<file path="config.mk">
export PLATFORM = sky130hd
export DESIGN_NAME = keypad_reader
export DESIGN_NICKNAME = d
export VERILOG_FILES = /design/src/rtl/keypad_reader_pkg.sv /design/src/rtl/keypad_reader_sync2.sv /design/src/rtl/keypad_reader.sv
export SDC_FILE = /design/constraint.sdc
export NUM_CORES = 1
export LEC_CHECK = 0
export ABC_CLOCK_PERIOD_IN_PS = 5500
export BUFFER_PORTS_ARGS = -buffer_cell sky130_fd_sc_hd__buf_2
export CORE_MARGIN = 2
export CORE_UTILIZATION = 49
export CTS_CLUSTER_SIZE = 30
export DETAILED_ROUTE_END_ITERATION = 7
export PLACE_DENSITY = 0.82
export SLEW_MARGIN = 25
export SYNTH_ARGS = -nofsm -noshare
export SYNTH_HDL_FRONTEND = slang
export SYNTH_HIERARCHICAL = 1
export SYNTH_SLANG_ARGS = --single-unit
export TNS_END_PERCENT = 1
</file>
<file path="constraint.sdc">
create_clock -name clock -period 5.5 [get_ports clock]
set_clock_uncertainty 0.2 [all_clocks]
set_input_delay 1.1 -clock clock [delete_from_list [all_inputs] [get_ports clock]]
set_output_delay 1.1 -clock clock [all_outputs]
set_load 0.03 [all_outputs]
</file>
<file path="src/rtl/keypad_reader_pkg.sv">
// Shared types and constants for the scanned 4x4 keypad reader.
// Holds the FSM state enum, the key code type and the keypad geometry.
package keypad_pkg;

  localparam int unsigned NUM_ROWS = 4;
  localparam int unsigned NUM_COLS = 4;

  typedef enum logic [1:0] {
    SCAN,
    PRESS_DB,
    HELD,
    RELEASE_DB
  } state_t;

  typedef logic [3:0] key_code_t;

  // Index of the lowest-numbered row pulled low; 0 when none are low.
  function automatic logic [1:0] first_low_row(input logic [NUM_ROWS-1:0] row_bits);
    logic [1:0] idx;
    idx = '0;
    for (int unsigned i = NUM_ROWS; i > 0; i--) begin
      if (!row_bits[i-1]) idx = 2'(i - 1);
    end
    return idx;
  endfunction

endpackage

</file>
<file path="src/rtl/keypad_reader_sync2.sv">
// Two-flop synchronizer for asynchronous multi-bit level inputs.
// Reset value is a parameter so idle (pulled-up) lines read as inactive.
module sync2
  import keypad_pkg::*;
#(
  parameter int unsigned          WIDTH     = NUM_ROWS,
  parameter logic [WIDTH-1:0]     RESET_VAL = '1
) (
  input  logic             i_clk,
  input  logic             i_rst_n,
  input  logic [WIDTH-1:0] i_d,
  output logic [WIDTH-1:0] o_q
);

  logic [WIDTH-1:0] r_meta;
  logic [WIDTH-1:0] r_sync;

  always_ff @(posedge i_clk or negedge i_rst_n) begin
    if (!i_rst_n) begin
      r_meta <= RESET_VAL;
      r_sync <= RESET_VAL;
    end else begin
      r_meta <= i_d;
      r_sync <= r_meta;
    end
  end

  assign o_q = r_sync;

endmodule

</file>
<file path="src/rtl/keypad_reader.sv">
// Scanned 4x4 keypad reader: column scan, press/release debounce, 8-digit hex entry.
// Define KEYPAD_READER_AUTOREPEAT_EN to re-accept a held key every REPEAT_CYCLES clocks.
module keypad_reader
  import keypad_pkg::*;
#(
  parameter int unsigned SCAN_BITS       = 12,
  parameter int unsigned DEBOUNCE_CYCLES = 20000,
  parameter int unsigned REPEAT_CYCLES   = 5000000
) (
  input  logic                clock,
  input  logic                resetn,
  input  logic [NUM_ROWS-1:0] rows,
  output logic [NUM_COLS-1:0] cols,
  input  logic                clear,
  output key_code_t           key_code,
  output logic                key_valid,
  output logic [31:0]         value
);

  localparam int unsigned DB_W  = (DEBOUNCE_CYCLES > 1) ? $clog2(DEBOUNCE_CYCLES) : 1;
  localparam int unsigned CNT_W = (SCAN_BITS > DB_W) ? SCAN_BITS : DB_W;
  localparam logic [CNT_W-1:0] DWELL_LAST = CNT_W'((64'd1 << SCAN_BITS) - 64'd1);
  localparam logic [CNT_W-1:0] DB_LAST    = CNT_W'(DEBOUNCE_CYCLES - 1);

`ifdef KEYPAD_READER_AUTOREPEAT_EN
  localparam int unsigned RPT_W = (REPEAT_CYCLES > 1) ? $clog2(REPEAT_CYCLES) : 1;
  localparam logic [RPT_W-1:0] RPT_LAST = RPT_W'(REPEAT_CYCLES - 1);
  logic [RPT_W-1:0] r_rpt;
`endif

  state_t              r_state;
  logic [1:0]          r_col;
  logic [CNT_W-1:0]    r_cnt;
  logic [NUM_ROWS-1:0] r_pat;
  logic [NUM_COLS-1:0] r_cols;
  key_code_t           r_key_code;
  logic                r_key_valid;
  logic [31:0]         r_value;

  logic [NUM_ROWS-1:0] w_rows;
  logic                w_any_low;
  key_code_t           w_code;

  sync2 #(
    .WIDTH     (NUM_ROWS),
    .RESET_VAL ('1)
  ) u_sync (
    .i_clk   (clock),
    .i_rst_n (resetn),
    .i_d     (rows),
    .o_q     (w_rows)
  );

  assign w_any_low = ~&w_rows;
  assign w_code    = {first_low_row(r_pat), r_col};

  // Column drive trails r_col by one clock, so each column is shown for a full dwell.
  always_ff @(posedge clock or negedge resetn) begin
    if (!resetn) begin
      r_state     <= SCAN;
      r_col       <= '0;
      r_cnt       <= '0;
      r_pat       <= '1;
      r_cols      <= '1;
      r_key_code  <= '0;
      r_key_valid <= 1'b0;
      r_value     <= '0;
`ifdef KEYPAD_READER_AUTOREPEAT_EN
      r_rpt       <= '0;
`endif
    end else begin
      r_cols      <= ~(NUM_COLS'(1) << r_col);
      r_key_valid <= 1'b0;
      if (clear) r_value <= '0;

      unique case (r_state)
        SCAN: begin
          if (r_cnt == DWELL_LAST) begin
            r_cnt <= '0;
            if (w_any_low) begin
              r_state <= PRESS_DB;
              r_pat   <= w_rows;
            end else begin
              r_col <= r_col + 2'd1;
            end
          end else begin
            r_cnt <= r_cnt + CNT_W'(1);
          end
        end

        PRESS_DB: begin
          if (w_rows != r_pat) begin
            r_state <= SCAN;
            r_cnt   <= '0;
            r_col   <= r_col + 2'd1;
          end else if (r_cnt == DB_LAST) begin
            r_state     <= HELD;
            r_cnt       <= '0;
            r_key_valid <= 1'b1;
            r_key_code  <= w_code;
            r_value     <= clear ? '0 : {r_value[27:0], w_code};
`ifdef KEYPAD_READER_AUTOREPEAT_EN
            r_rpt       <= '0;
`endif
          end else begin
            r_cnt <= r_cnt + CNT_W'(1);
          end
        end

        HELD: begin
          if (!w_any_low) begin
            r_state <= RELEASE_DB;
            r_cnt   <= '0;
          end
`ifdef KEYPAD_READER_AUTOREPEAT_EN
          // Repeat timer only pauses through a release bounce; it restarts on a fresh press.
          else if (r_rpt == RPT_LAST) begin
            r_rpt       <= '0;
            r_key_valid <= 1'b1;
            r_value     <= clear ? '0 : {r_value[27:0], r_key_code};
          end else begin
            r_rpt <= r_rpt + RPT_W'(1);
          end
`endif
        end

        RELEASE_DB: begin
          if (w_any_low) begin
            r_state <= HELD;
            r_cnt   <= '0;
          end else if (r_cnt == DB_LAST) begin
            r_state <= SCAN;
            r_cnt   <= '0;
            r_col   <= r_col + 2'd1;
          end else begin
            r_cnt <= r_cnt + CNT_W'(1);
          end
        end
      endcase
    end
  end

  assign cols      = r_cols;
  assign key_code  = r_key_code;
  assign key_valid = r_key_valid;
  assign value     = r_value;

endmodule

</file>
### Word level (Yosys, flattened, before mapping)

Index checks and enable logic that the tools add are counted.

| storage, ports and cells | value |
|---|---|
| bits in registers | 72 |
| input bits | 7 |
| word-level logic and storage cells | 70 |

| cells by class | value |
|---|---|
| $add $sub $neg | 2 |
| eq/ne operators | 15 |
| shifts and indexed selects | 1 |
| mux-type cells | 32 |
| bitwise logic cells | 3 |
| reduce and logical (&&, ||, !) cells | 7 |

Operators with widths:

| cell | number |
|---|---|
| $mux 32 | 5 |
| $mux 15 | 5 |
| $pmux 15 s4 | 1 |
| $mux 2 | 16 |
| $add 15x1->15 const B | 1 |
| $eq 15x12->1 const B | 1 |
| $eq 15x15->1 const B | 1 |
| $ne 2x2->1 const B | 7 |
| $pmux 2 s4 | 1 |
| $ne 3x3->1 const B | 2 |
| $pmux 2 s3 | 1 |
| $reduce_and 3->1 | 2 |
| $reduce_and 6->1 | 1 |
| $reduce_and 5->1 | 1 |
| $eq 2x2->1 const B | 2 |
| $ne 4x4->1 | 1 |
| $not 4->4 | 1 |
| $reduce_and 4->1 | 1 |
| $shl 1x2->4 const A | 1 |
| $mux 1 | 3 |
| $reduce_bool 3->1 | 1 |
| $add 2x1->2 const B | 1 |
| $eq 2x1->1 const B | 1 |
| $logic_not 2->1 | 1 |
| $not 1->1 | 2 |

### Depth between registers and ports, before layout

Gate-level depths: netlist of the first run.

| logic depth | value |
|---|---|
| depth in word-level cells | 8 |
| depth in mapped cells | 8 |

### By module

Netlist of the first run, hierarchy kept.

Modules (own cells, without submodules):

| module | times used | cells an instance | area each (µm²) | seq. area each (µm²) |
|---|---|---|---|---|
| keypad_reader | 1 | 298 | 2871.5 | 1611.5 |
| sync2 | 1 | 8 | 210.2 | 210.2 |

### Worst setup path before layout of the first run

Ideal clock, no wire load.

| path | value |
|---|---|
| path kind | register -> register |
| start point | register r_cnt[6] |
| end point | register r_value[10], in the netlist value[10] |
| data arrival time | 2.217 ns |
| data required time | 5.164 ns |
| path slack | 2.947 ns |
| stages on the path, launching flop included | 8 |
| buffers on the path | 2 |
| cells stage by stage | dfrtp_1 or4b_1 or4_4 or3_1 buf_2 buf_6 nand2_1 a21oi_1 |

| between the ends | value |
|---|---|
| longest elaborated chain between the ends | 4 |

Ends and longest elaborated chain:

| item | line | RTL |
|---|---|---|
| start: declaration | keypad_reader.sv:33 | `logic [CNT_W-1:0] r_cnt;` |
| start signal: assignment | keypad_reader.sv:87 | `r_cnt <= r_cnt + CNT_W'(1);` |
| start signal: assignment | keypad_reader.sv:106 | `r_cnt <= r_cnt + CNT_W'(1);` |
| start signal: assignment | keypad_reader.sv:136 | `r_cnt <= r_cnt + CNT_W'(1);` |
| $eq 15x15->1 | keypad_reader.sv:96 | `end else if (r_cnt == DB_LAST) begin` |
| $mux 32 | keypad_reader.sv:96 |  |
| $mux 32 | keypad_reader.sv:92 | `if (w_rows != r_pat) begin` |
| $mux 32 | keypad_reader.sv:76 | `unique case (r_state)` |
| end signal: assignment | keypad_reader.sv:101 | `r_value <= clear ? '0 : {r_value[27:0], w_code};` |
| end: declaration | keypad_reader.sv:38 | `logic [31:0] r_value;` |

Every way passes these cells.
A chain may end at the register's enable or synchronous reset.

### Worst setup path after layout of the first run

| path | value |
|---|---|
| start point | register r_cnt[5] |
| end point | register r_value[17], in the netlist value[17] |

Same word-level chain as after synthesis.

==> flow_summary_export.csv, run 1 <==
group,metric,value,unit
finish,utilization,59.11,%
logic_synthesis,synth_cells,306,
detailed_routing,detail_route.drc_violations,0,
floorplan,dieArea,0.006940,sq mm
sta,timing.hold.ws,0.1556,ns
finish,layout_commonest_cell,"nand2_1",
logic_synthesis,synth_top_area_cell,"dfrtp_1",
sta,slew_headroom,41.81,%
detailed_routing,vias,2285,
logic_synthesis,synth_cell_types,35,
detailed_routing,drtIter0Drc,156,
logic_synthesis,synth_seq_area_share,59.11,%
placement,dp_cells,418,
sta,slew_viol_final,0,
critical_path,crit_fanout,35,
detailed_routing,avgRoutedWirePerCell,13.72,um
finish,diodes,0,
critical_path,crit_family,"simple AND/OR/NAND/NOR gates",
detailed_routing,drt-vias-per-instance,5.253,
grt,use_met1,25.00,%
pwr,p_sw_share,22.15,%
grt,grt_overflow_total,0,
logic_synthesis,synth_warnings,6,
critical_path,worst-endpoint-required,5.50,ns
finish,nNetsFinal,367,
floorplan,io_pins,48,
pwr,p_sw,0.2030,mW
clock_tree,postCtsSetupRepairBufs,0,
grt,use_met3,5.070,%
clock_tree,path_clk_slew,0.07,ns
finish,final_cells,435,
clock_tree,cts-resized-gates,0,
logic_synthesis,synth_top_area_share,45.47,%
logic_synthesis,async_flop_share,100.0,%
critical_path,critPathArrivalTime,2.93,ns
sta,rsz0062_at_grt,"no",
sta,timing.final.crit_period,2.925,ns
critical_path,crit_path_start_kind,"register",
critical_path,setup.worst_path.class,"reg2reg",
finish,final_cell_mix,"81 x nand2_1, 56 x dfrtp_1, 47 x buf_2",
detailed_routing,first_pass_iters,5,
critical_path,slowest_delay,0.74,ns
clock_tree,clkLatencyLatePin,0.34,ns
placement,routabilityCongestion,0.8417,
logic_synthesis,synth_edf_count,0,
detailed_routing,routed_wl,5.967,mm
sta,max_freq,341.8,MHz
clock_tree,cts_tree,"yes",
critical_path,slowest_stage,"or3_2",
clock_tree,root_buffer,"clkbuf_8",
grt,grt_pass1_vias,2223,
pwr,vdd_drop_max,0.1531,mV
placement,io_buffers,47,
critical_path,worstPathCellList,"or4b_1 -> or4_4 -> or3_2 -> nand2_1 -> a21oi_1",
logic_synthesis,ys_seq_elements,72,
run,cap_violations,0,
floorplan,die_w,83.31,um
finish,synthToLayoutAreaGrowth,14.90,%
sta,worst_slew_pin_slew,0.8729,ns
sta,setup_violations,0,
clock_tree,cts.sinks,72,
logic_synthesis,ys_top_cells_by_area,"dfrtp_1 45%, dfstp_2 14%, nand2_1 9.9%, a21oi_1 5.5%, nor2_1 2.6%",
grt,grt_use_total,18.49,%
pwr,power-per-cell-area,258.8,mW/mm^2
clock_tree,ctsHoldBuffers,0,
grt,grt_pass1_wl,10.43,mm
logic_synthesis,synth_area,0.003082,sq mm
sta,hold_violations,0,
grt,met2_usage,28.81,%
clock_tree,cts_htree_levels,3,
critical_path,worstSetupEndpointType,"register",
clock_tree,clk_path_buf_depth,2,
worst_hold_path,hold_path_class,"reg2reg",
logic_synthesis,avgSynthCellArea,10.07,sq um
floorplan,start_util,51.44,%
sta,fin_setup_tns,0,ns
floorplan,rows,28,
clock_tree,numCtsBuffers,9,
finish,drive_above_1_share,23.89,%
detailed_routing,ant_nets,0,
status,status,"completed",
critical_path,crit_buf_inv,0,
floorplan,die_h,83.31,um
pwr,pwr-share-clk,39.3,%
grt,busiest_layer,"met2",
sta,period_share,53.19,%
grt,grt_start_max_net_pins,73,
pwr,p_int,0.7135,mW
pwr,seqPwrFrac,58.7,%
pwr,p_comb_share,2.0,%
logic_synthesis,synth_nets,318,
grt,antenna_found_initial,0,
placement,dp_hpwl,3.949,mm
floorplan,core_area,0.005991,sq mm
pwr,cellLeakagePower,1.659,nW
logic_synthesis,synthFlopType,"dfrtp_1",
## cells by family after synthesis
logic type / after synthesis / synth area share, %
buffers and inverters: 20 / 3.370
XOR/XNOR: 18 / 5.116
AO/OA/AOI/OAI: 50 / 9.704
AND/OR/NAND/NOR: 140 / 20.30
multiplexers: 1 / 0.3654
adder cells (fa/ha/maj): 5 / 2.030
flip-flops: 72 / 59.11
## flip-flops by register name (all words and copies together), names as in the netlist
register       count
value             32
r_cnt             15
cols               4
key_code           4
r_pat              4
u_sync/o_q         4
u_sync/r_meta      4
r_col              2
r_state            2
key_valid          1
## stage by stage
stage                     total power, mW  area (sq um)  setup slack (ns)
final                              0.9165          3541             2.575
after global routing               0.9572          3541             2.448
after CTS                          0.9234          3525             2.455
after detailed placement           0.5664          3358             2.459
after global placement             0.5658          3358             2.482
after floorplan                    0.5519          3082             2.947
## power by group through the flow
stage,Clock (mW),Combinational (mW),Sequential [mW]
detailed placement,0,0.0192,0.547
floorplan,0,0.00513,0.547
CTS,0.367,0.0192,0.537
finish,0.361,0.0183,0.538
global route,0.398,0.0212,0.538
global placement,0,0.0188,0.547
## final cells by class
class	count	area, sq um
fill	491	2450
clock inverter	3	17.52
timing repair buffer	50	265.3
inverter	8	30.03
clock buffer	13	148.9
multi-input combinational	214	1164
tap	75	93.84
sequential	72	1822
## worst paths after layout
kind | start | to | slack, ns | cells after the start
worst max-delay path | r_cnt[5] | value[17] | 2.57 | 5
worst min-delay path | u_sync/r_meta[3] | u_sync/o_q[3] | 0.16 | 0
worst max register to register | r_cnt[5] | value[17] | 2.57 | 5
worst min register to register | u_sync/r_meta[3] | u_sync/o_q[3] | 0.16 | 0
max in group asynchronous | resetn | value[6] | 3.78 | 2
min in group asynchronous | resetn | value[30] | 0.76 | 2
## cells in the mapped netlist (3+ instances only)
master / number
and3_1: 3
dfrtp_1: 56
buf_2: 5
nand2b_1: 4
nand4_1: 5
xnor2_1: 9
inv_1: 8
nor4_1: 3
nand2_1: 81
xor2_1: 9
clkbuf_1: 4
dfstp_2: 16
buf_6: 3
nand3_1: 13
a21oi_1: 34
nor2_1: 21
ha_1: 5
o22a_1: 4
## routing by layer
metal  routed length (um)  share of wire [%]
met5                    0                  0
met4                   74                1.2
met3                  275                4.6
met2                 2932                 49
met1                 2683                 45
No activity file was read; power rests on OpenSTA's default activity.
==> run 2: changes to the inputs <==
- ABC_CLOCK_PERIOD_IN_PS: 5500 -> 2700
- clock period: 5.5 -> 2.7 ns (I/O delays scaled with it)
==> run 2 against run 1 <==
Effect of this change:
- sequential power rose by 100%
- die area did not move
- first-iteration DRC count rose by 5.8%
- sequential cell count unchanged
- critical path type unchanged
==> flow_summary_export.csv, run 2 (synthesized netlist as in run 1, its figures left out) <==
group,metric,value,unit
critical_path,setup.worst_path.class,"reg2reg",
finish,final_cells,444,
grt,grt_pass1_vias,2305,
placement,preCtsSetupSlack,-0.007896,ns
detailed_routing,drtIter0Drc,165,
finish,layout_commonest_cell,"nand2_1",
placement,io_buffers,47,
finish,drive_above_1_share,26.56,%
grt,grt_start_max_net_pins,47,
critical_path,crit_family,"simple AND/OR/NAND/NOR gates",
pwr,cellLeakagePower,1.767,nW
placement,dp_cells,428,
detailed_routing,vias,2392,
floorplan,dieArea,0.006940,sq mm
sta,setup_violations,0,
grt,grt_overflow_total,0,
clock_tree,cts_htree_levels,3,
grt,grt_use_total,18.88,%
detailed_routing,detail_route.drc_violations,0,
clock_tree,root_buffer,"clkbuf_8",
critical_path,critPathArrivalTime,2.62,ns
critical_path,worstPathCellList,"or4b_1 -> or4_4 -> or3_1 -> buf_12 -> nand2_1 -> a21oi_1",
pwr,p_sw_share,20.18,%
clock_tree,path_clk_slew,0.07,ns
finish,final_area,0.003716,sq mm
pwr,p_int,1.668,mW
pwr,p_comb_share,1.9,%
sta,timing.final.crit_period,2.629,ns
detailed_routing,first_pass_iters,4,
detailed_routing,drt-vias-per-instance,5.387,
clock_tree,clkLatencyLatePin,0.34,ns
sta,hold_violations,0,
pwr,vdd_drop_max,0.4196,mV
pwr,seqPwrFrac,52.4,%
floorplan,die_h,83.31,um
grt,grt_pass1_wl,10.64,mm
detailed_routing,routed_wl,6.220,mm
sta,worst_slew_pin_slew,0.5859,ns
floorplan,rows,28,
floorplan,core_area,0.005991,sq mm
sta,rsz0062_at_grt,"no",
critical_path,crit_path_start_kind,"register",
critical_path,crit_fanout,35,
sta,period_share,97.36,%
detailed_routing,avgRoutedWirePerCell,14.01,um
sta,slew_headroom,60.64,%
worst_hold_path,hold_path_class,"in2async",
placement,dpl_cell_area,0.003471,sq mm
detailed_routing,ant_nets,0,
placement,routabilityCongestion,0.7985,
clock_tree,numCtsBuffers,9,
placement,dp_hpwl,4.402,mm
critical_path,worst-endpoint-required,2.69,ns
run,cap_violations,0,
floorplan,io_pins,48,
clock_tree,clk_path_buf_depth,2,
pwr,power-per-cell-area,562.3,mW/mm^2
finish,largest_reg_flops,32,
finish,synthToLayoutAreaGrowth,20.58,%
critical_path,worstSetupEndpointType,"register",
critical_path,slowest_stage,"or4_4",
sta,slew_viol_final,0,
clock_tree,cts.sinks,72,
finish,diodes,0,
clock_tree,cts_tree,"yes",
finish,nNetsFinal,376,
sta,fin_ws,0.07123,ns
sta,fin_setup_tns,0,ns
floorplan,die_w,83.31,um
finish,final_cell_mix,"81 x nand2_1, 56 x dfrtp_1, 47 x buf_2",
critical_path,crit_buf_inv,1,
pwr,p_sw,0.4217,mW
floorplan,start_util,51.44,%
status,status,"completed",
clock_tree,postCtsSetupRepairBufs,0,
critical_path,slowest_delay,0.60,ns
sta,max_freq,380.4,MHz
pwr,pwr-share-clk,45.7,%
grt,antenna_found_initial,0,
finish,utilization,62.03,%
==> run 2: metrics by stage <==
stage / total power [mW] / hold WS (ns)
after floorplan: 1.124 / 0.04441
after global placement: 1.156 / 0.1465
after detailed placement: 1.157 / 0.1520
after CTS: 2.117 / 0.01218
after global routing: 2.172 / 0.03074
final: 2.089 / 0.001688
==> run 2: repair_timing <==
action / in CTS / in global routing
gates resized for setup: 1 / 1
hold buffers: 0 / 0
endpoints found under the setup margin: 1 / 1
==> run 2: final timing paths <==
kind,startpoint,endpoint,slack [ns],depth (start not counted)
max in group asynchronous,resetn,r_pat[3],1.60,2
min,resetn,key_valid,0.002,1
max reg2reg,r_cnt[6],value[1],0.07,6
max,r_cnt[6],value[1],0.07,6
min reg2reg,u_sync/r_meta[0],u_sync/o_q[0],0.16,0
min in group clock,rows[0],u_sync/r_meta[0],0.09,1
==> run 2: cell type report <==
| cell class | count | area [sq um] |
|---|---|---|
| Fill cell | 492 | 2275 |
| Sequential cell | 72 | 1822 |
| Timing Repair Buffer | 59 | 362.8 |
| Clock buffer | 11 | 151.4 |
| Clock inverter | 5 | 78.83 |
| Tap cell | 75 | 93.84 |
| Multi-Input combinational cell | 214 | 1177 |
| Inverter | 8 | 30.03 |
==> run 2: power groups by stage <==
stage                     sequential (mW)  clock (mW)  combinational [mW]
after floorplan                      1.11           0              0.0105
after detailed placement             1.12           0              0.0416
after global placement               1.11           0              0.0409
after CTS                            1.10       0.980              0.0417
after global routing                 1.10        1.03              0.0464
final                                1.10       0.954              0.0400
==> run 2: per-layer routing <==
metal	up-vias	GRT usage, %	wire length, um
met5	-	0	0
met4	0	7.601	104
met3	11	4.473	339
met2	76	30.87	3038
met1	1162	24.28	2738
li1	1143	-	-
